--- config.mk ---
export PLATFORM = sky130hd
export DESIGN_NAME = alu_issue_stage
export DESIGN_NICKNAME = d
export VERILOG_FILES = /design/src/rtl/alu_pkg.sv /design/src/rtl/alu_issue_skid.sv /design/src/rtl/alu_issue_stage.sv
export SDC_FILE = /design/constraint.sdc
export NUM_CORES = 1
export LEC_CHECK = 0
export CAP_MARGIN = 40
export CORE_MARGIN = 2
export CORE_UTILIZATION = 54
export DETAILED_ROUTE_END_ITERATION = 6
export PLACE_DENSITY_LB_ADDON = 0.2
export SLEW_MARGIN = 20
export SYNTH_ARGS = -nofsm -noshare
export SYNTH_HDL_FRONTEND = slang
export SYNTH_HIERARCHICAL = 1
export SYNTH_SLANG_ARGS = --single-unit
--- constraint.sdc ---
create_clock -name clk -period 8.7 [get_ports clk]
set_input_delay 1.74 -clock clk [delete_from_list [all_inputs] [get_ports clk]]
set_output_delay 1.74 -clock clk [all_outputs]
set_load 0.005 [all_outputs]
--- src/rtl/alu_pkg.sv ---
// Shared definitions for the ALU issue stage.
// - ALU_OP_* : 3-bit opcode encodings. All eight codes are legal.
// - SEL_W    : width of the one-hot unit select (bit index = opcode).
// - SHAMT_W  : shift-amount width used by the 32-bit logical right shifter.
// - alu_req_t: one buffered request {op, a, b, tag}.
package alu_pkg;

  localparam int ALU_DW  = 32;
  localparam int SEL_W   = 8;
  localparam int SHAMT_W = 5;
  localparam int TAG_W   = 4;

  localparam logic [2:0] ALU_OP_AND = 3'd0;
  localparam logic [2:0] ALU_OP_OR  = 3'd1;
  localparam logic [2:0] ALU_OP_ADD = 3'd2;
  localparam logic [2:0] ALU_OP_XOR = 3'd3;
  localparam logic [2:0] ALU_OP_NOR = 3'd4;
  localparam logic [2:0] ALU_OP_SRL = 3'd5;
  localparam logic [2:0] ALU_OP_SUB = 3'd6;
  localparam logic [2:0] ALU_OP_SLT = 3'd7;

  typedef struct packed {
    logic [2:0]        op;
    logic [ALU_DW-1:0] a;
    logic [ALU_DW-1:0] b;
    logic [TAG_W-1:0]  tag;
  } alu_req_t;

endpackage

--- src/rtl/alu_issue_skid.sv ---
// Two-entry valid/ready skid buffer carrying alu_req_t.
// Ports:
//   clk, rst_n            : clock, asynchronous active-low reset
//   in_valid_i/in_ready_o : upstream handshake; in_ready_o is registered
//   in_data_i             : request to store on a push
//   out_valid_o/out_ready_i: downstream handshake; out_valid_o = (count != 0)
//   out_data_o            : entry at the read pointer (unmasked; stale when empty)
module alu_issue_skid
  import alu_pkg::*;
#(
  parameter int DEPTH = 2
) (
  input  logic     clk,
  input  logic     rst_n,
  input  logic     in_valid_i,
  output logic     in_ready_o,
  input  alu_req_t in_data_i,
  output logic     out_valid_o,
  input  logic     out_ready_i,
  output alu_req_t out_data_o
);

  logic     wp_q, rp_q;
  logic [1:0] count_q, count_d;
  logic     in_ready_q;
  logic     push, pop;
  alu_req_t mem_q [DEPTH];

  assign push = in_valid_i & in_ready_q;
  assign pop  = out_valid_o & out_ready_i;

  // NOTE: every variable written in a combinational block gets a default first,
  // so no path through the block leaves it unassigned and a latch is never inferred.
  always_comb begin
    count_d = count_q;
    unique case ({push, pop})
      2'b10:   count_d = count_q + 2'd1;
      2'b01:   count_d = count_q - 2'd1;
      default: count_d = count_q;  // idle, or push+pop: occupancy unchanged
    endcase
  end

  // NOTE: sequential state uses non-blocking assignments so every register
  // samples the pre-edge values, independent of statement order.
  always_ff @(posedge clk or negedge rst_n) begin
    if (!rst_n) begin
      wp_q       <= 1'b0;
      rp_q       <= 1'b0;
      count_q    <= 2'd0;
      in_ready_q <= 1'b1;
    end else begin
      if (push) wp_q <= ~wp_q;
      if (pop)  rp_q <= ~rp_q;
      count_q    <= count_d;
      // Registered ready looks at next occupancy, so upstream never sees a
      // combinational path from out_ready.
      in_ready_q <= (count_d < 2'(DEPTH));
    end
  end

  // NOTE: entry storage is deliberately not reset; the occupancy count is
  // reset, and the top masks outputs while empty, so stale contents never leak.
  always_ff @(posedge clk) begin
    if (push) mem_q[wp_q] <= in_data_i;
  end

  assign in_ready_o  = in_ready_q;
  assign out_valid_o = (count_q != 2'd0);
  assign out_data_o  = mem_q[rp_q];

endmodule

--- src/rtl/alu_issue_stage.sv ---
// Registered issue stage in front of the ALU datapath.
// Buffers up to two {op, a, b} requests, tags each with a 4-bit sequence
// number, and decodes the head entry into a one-hot unit select and the
// shifter's 5-bit shift amount.
// Ports:
//   clk, rst_n           : clock, asynchronous active-low reset
//   in_valid/in_ready    : upstream handshake (in_ready registered)
//   in_op, in_a, in_b    : opcode and operands
//   out_valid/out_ready  : handshake to the ALU
//   out_a, out_b         : operands, unchanged
//   out_shamt            : in_b[4:0] for SRL, else 0
//   out_sel              : one-hot, bit index = opcode
//   out_tag              : request sequence number, wraps 15->0
// All out_* data are forced to 0 while out_valid is low.
module alu_issue_stage
  import alu_pkg::*;
#(
  parameter int DW    = 32,  // only 32 supported: shifter is fixed width
  parameter int DEPTH = 2    // fixed: skid pointers are 1 bit
) (
  input  logic               clk,
  input  logic               rst_n,
  input  logic               in_valid,
  output logic               in_ready,
  input  logic [2:0]         in_op,
  input  logic [DW-1:0]      in_a,
  input  logic [DW-1:0]      in_b,
  output logic               out_valid,
  input  logic               out_ready,
  output logic [DW-1:0]      out_a,
  output logic [DW-1:0]      out_b,
  output logic [SHAMT_W-1:0] out_shamt,
  output logic [SEL_W-1:0]   out_sel,
  output logic [TAG_W-1:0]   out_tag
);

  logic [TAG_W-1:0] tag_q, tag_d;
  alu_req_t         in_req, out_req;

  assign in_req = '{op: in_op, a: in_a, b: in_b, tag: tag_q};

  // Tag advances only on an accepted push, so it names the request it rides with.
  assign tag_d = (in_valid & in_ready) ? tag_q + 4'd1 : tag_q;

  always_ff @(posedge clk or negedge rst_n) begin
    if (!rst_n) tag_q <= '0;
    else        tag_q <= tag_d;
  end

  alu_issue_skid #(.DEPTH(DEPTH)) u_skid (
    .clk         (clk),
    .rst_n       (rst_n),
    .in_valid_i  (in_valid),
    .in_ready_o  (in_ready),
    .in_data_i   (in_req),
    .out_valid_o (out_valid),
    .out_ready_i (out_ready),
    .out_data_o  (out_req)
  );

  // Decode from the head entry; everything masked to 0 when empty.
  always_comb begin
    out_a     = '0;
    out_b     = '0;
    out_shamt = '0;
    out_sel   = '0;
    out_tag   = '0;
    if (out_valid) begin
      out_a   = out_req.a;
      out_b   = out_req.b;
      out_sel = SEL_W'(1) << out_req.op;
      out_tag = out_req.tag;
      if (out_req.op == ALU_OP_SRL) out_shamt = out_req.b[SHAMT_W-1:0];
    end
  end

endmodule

# Word level (Yosys, flattened, before mapping)
# Memories as Yosys holds them, arrays and structs flattened.
# Cells that the tools add are included.
dict set report op_classes {
  addsub 3
  n_mul 0
  n_div 0
  magnitude_cmp 1
  eq_ne 3
  shifts 1
  muxes 9
  n_bitwise 4
  reduce_logical 1
}
# cell count
set op_table {}
lappend op_table {{$mux 32} 2}
lappend op_table {{$mux 5} 2}
lappend op_table {{$mux 8} 1}
lappend op_table {{$shl 1x3->8 const A} 1}
lappend op_table {{$add 4x1->4 const B} 1}
lappend op_table {{$mux 4} 1}
lappend op_table {{$pmux 2 s2} 1}
lappend op_table {{$eq 3x3->1 const B} 1}
lappend op_table {{$add 2x1->2 const B} 1}
lappend op_table {{$and 1x1->1} 2}
lappend op_table {{$eq 2x1->1 const B} 1}
lappend op_table {{$eq 2x2->1 const B} 1}
lappend op_table {{$lt 2x2->1 const B} 1}
lappend op_table {{$mux 1} 2}
lappend op_table {{$not 1->1} 2}
lappend op_table {{$reduce_bool 2->1} 1}
lappend op_table {{$sub 2x1->2 const B} 1}
dict set report word_totals {
  regBits 9
  latchBits 0
  ramBits 142
  romBits 0
  inputBits 71
  output_inout_bits 83
  wordCells 28
  mem_count 1
}
# memory depth word_bits rd rd_ports_with_merged_regs write_ports line_no
set mem_list {}
lappend mem_list {u_skid.mem_q 2 71 1 0 1 alu_issue_skid.sv:27} ;# alu_req_t mem_q [DEPTH];

# Depth between registers and ports, before layout
dict set report depth {
  ltp_word 5
  ltp_mapped 6
  depth_no_buf 6
}

# By module
# The synthesis kept the hierarchy.
# module instances cells_each area_each_um2 seq_area_each_um2
set by_module_without_submodules {}
lappend by_module_without_submodules {alu_issue_skid 1 239 5700.5 4390.5}
lappend by_module_without_submodules {alu_issue_stage 1 106 745.7 100.1}

# Worst setup path after synthesis
# Ideal clock, no wire load.
dict set report synth_path {
  path_type {input port to flip-flop}
  from {in in_valid}
  to {mem u_skid/mem_q[0][0] (netlist bit), enable pin}
  setup_ps 500
  arrival_time_ps 4805
  required_ps 8200
  path_slack_ps 3395
  cell_stages 2
  n_path_buf 0
  cell_sequence {nand2_1 > nor2_1}
}
dict set report synth_between {
  elab_chain_len 3
}
# item line_no
set synth_rtl {}
lappend synth_rtl {{from (decl)} alu_issue_stage.sv:23} ;# input logic in_valid,
lappend synth_rtl {{$and 1x1->1} alu_issue_skid.sv:29} ;# assign push = in_valid_i & in_ready_q;
lappend synth_rtl {{$mux 1} alu_issue_skid.sv:64} ;# if (push) mem_q[wp_q] <= in_data_i;
lappend synth_rtl {{$mux 1 (implied by the code)} alu_issue_skid.sv:64}
lappend synth_rtl {{to (decl)} alu_issue_skid.sv:27}
# Every way passes these cells.

==> flow_summary.toml <==
[synth]
synthCells = 345
ys_seq_area_share_pct = 69.7
syn_avg_cell_area_sq_um = 18.7
synth.area.top_cells = "edfxtp_1 66%, mux2_4 16%, and2_1 6.9%, dfrtp_1 3.1%, buf_12 2.2%"
synth_nets = 418
yosysWarnings = 6
synth_top_area_share_pct = 66.1
synth-edff-count = 142
synth-seq-cells = 151
synth_cell_types = 24
async_flop_share_pct = 5.96
yosys.area.top_type = "edfxtp_1"
ys.flop_type = "edfxtp_1"
yosysMostFrequentCell = "edfxtp_1"
synth_common_cells = "142 x edfxtp_1, 71 x and2_1, 69 x mux2_4"
mappedNetlistArea_sq_mm = 0.00645

[setup_path]
cp-end-kind = "primary output"
crit_chain = "buf_4 -> mux2_4 -> and2_1 -> clkdlybuf4s50_1"
cp_slowest_stage_delay_ns = 0.96
startpoint_type = "flop"
worstPathRequired_ns = 6.96
slowest_stage = "dfrtp_4"
critical_path_class = "reg -> out"
arrival_ns = 3.04
worstPathMaxFanout = 43

[timing]
tightest_slew_ns = 0.836
rsz0062_at_grt = "no"
final.min_clock_period_ns = 4.78
slew_violations = 0
fmax_mhz = 209
tns_ns = 0
finClkSkew_ns = 0.00885
setup_viol = 0
min_period_over_period_pct = 54.9
hold_violations = 0
max_slew_margin_pct = 44.3

[detailed_routing]
vias = 3405
drt_iter0_markers = 199
antenna_left = 0
wl_mm = 12.1
viasPerCell = 5.14
wl_per_cell_um = 18.2
wl_met2_mm = 6.34
drc_errors = 10
routed.top_layer = "met4"
wl_met1_mm = 4.81
dr.pass1.iters = 7
wl_met3_um = 762

[global_routing]
antenna_found_initial = 0
grt_pass1_wl_mm = 18.6
overflow = 0
grt_max_degree = 53
groute.usage.overall_pct = 19.3
grt_pass1_vias = 3482

[status]
violations = "design-rule violations"
status = "complete, but fails checks"

[clock_network]
postCtsHoldBufs = 0
post_cts_resized = 0
clk_latency_ns = 0.41
cts_buffers = 17
clock_sinks = 151
postCtsSetupBuffers = 0
cts_tree = "built"
clkTransAtPathRegs_ns = 0.05
cts-root-buf = "clkbuf_16"
htree_levels = 4
cts_buffer_depth = 2

[worst_hold_path]
min_path_type = "reg -> reg"

[die]
core_area_sq_mm = 0.0115
die_h_um = 113
rows = 39
start_util_pct = 56.0
die_area_sq_mm = 0.0128
die_x_um = 113
pin_count = 154

[finish]
antenna-diode-count = 0
area_growth_pct = 34.6
final_layout_size_suffix_gt1_share_pct = 21.8
nets = 579
final_area_sq_mm = 0.00868

[power]
cellPowerDensity_mw_per_mm2 = 348
max-vdd-ir-drop_mv = 0.231
total_leakage_power_nw = 3.20

[placement]
post_dp_cell_area_sq_mm = 0.00803
place.port_buffers = 153
hpwlAfterDp_mm = 7.66
globalplace.congestion = 0.751

[flow_run]
max-cap-violations = 0
[worst max-delay path: cells and delay by family (launching register included)]
family / cells / cell delay [ns]
and+or+nand+nor: 1 / 0.16
buffers and inverters: 2 / 1.10
DFF: 1 / 0.96
muxes: 1 / 0.34
[cell families after synthesis]
family,count (synthesis),share of synthesized area [%]
xor+xnor,9,1.22
fa+ha+maj,2,0.388
buf+inv,15,2.99
flops,151,69.7
mux,72,16.6
simple gates,96,9.14
[sequential cells by signal, indices dropped and copies added (netlist names), named ones only]
name / cells
u_skid/count_q: 1
u_skid/rp_q: 1
u_skid/in_ready_o: 1
tag_q: 4
u_skid/wp_q: 1
u_skid/mem_q: 142
[power breakdown]
part	switching, mW	internal (mW)	leakage (nW)	total [mW]
Clock	0.264	0.533	0.316	0.797
Sequential	0.110	0.973	1.41	1.08
Combinational	0.413	0.731	1.47	1.14
Total	0.787	2.24	3.20	3.02
[layout by cell type (no fill, tap or decap)]
cell type        instances
nand2_1                  3
buf_4                    3
dfrtp_4                  1
clkbuf_8                 3
xor2_1                   3
edfxtp_1               142
inv_6                    1
bufinv_16                5
clkbuf_16               17
or2_2                    1
buf_16                   1
ha_1                     2
nor2_1                   6
clkdlybuf4s50_1        153
and3_4                   1
dfstp_2                  1
nand3_1                  2
nand2_4                  1
and2_4                   2
dfrtp_1                  7
nor2_2                   1
nor2_4                   2
nor3_1                   2
clkinv_2                 1
mux2_2                   3
nand2b_1                 3
and2_1                  71
clkbuf_1                 5
mux2_4                  69
xnor2_1                  6
and4b_1                  1
[layout make-up]
type,instances,area [sq um]
tap,143,179
sequential,151,4490
timing repair buffer,157,1580
fill,704,2840
clock inverter,7,164
multi-input combinational,179,1780
clock buffer,25,485
[per-stage QoR]
step | hold slack [ns] | power [mW] | std cells | utilization, % | setup WS [ns]
final | 0.482 | 3.02 | 662 | 75.4 | 3.92
after global routing | 0.509 | 3.17 | 662 | 75.4 | 3.82
after CTS | 0.484 | 3.06 | 662 | 75.4 | 3.91
after detailed placement | 0.474 | 2.25 | 630 | 69.7 | 4.36
after global placement | 0.464 | 2.21 | 629 | 69.5 | 4.37
after floorplan | 0.444 | 1.76 | 345 | - | 3.39
[routing by layer]
metal	vias up	global-route usage, %
met4	0	6.59
met5	-	0
met1	1683	23.7
met2	117	32.8
met3	16	5.68
li1	1589	-
[path summary, 6_finish.rpt]
kind	from	endpoint	slack, ns	depth (start not counted)
worst max-delay path	u_skid/rp_q	out_a[2]	3.92	4
worst min-delay path	flop	u_skid/in_ready_o	0.48	1
worst max register to register	u_skid/in_ready_o	u_skid/mem_q[0][4]	6.33	3
worst min register to register	flop	u_skid/in_ready_o	0.48	1
max in group asynchronous	rst_n	u_skid/rp_q	6.73	1
min in group asynchronous	rst_n	u_skid/count_q[0]	1.64	1
Power figures use the tool's default switching activity.
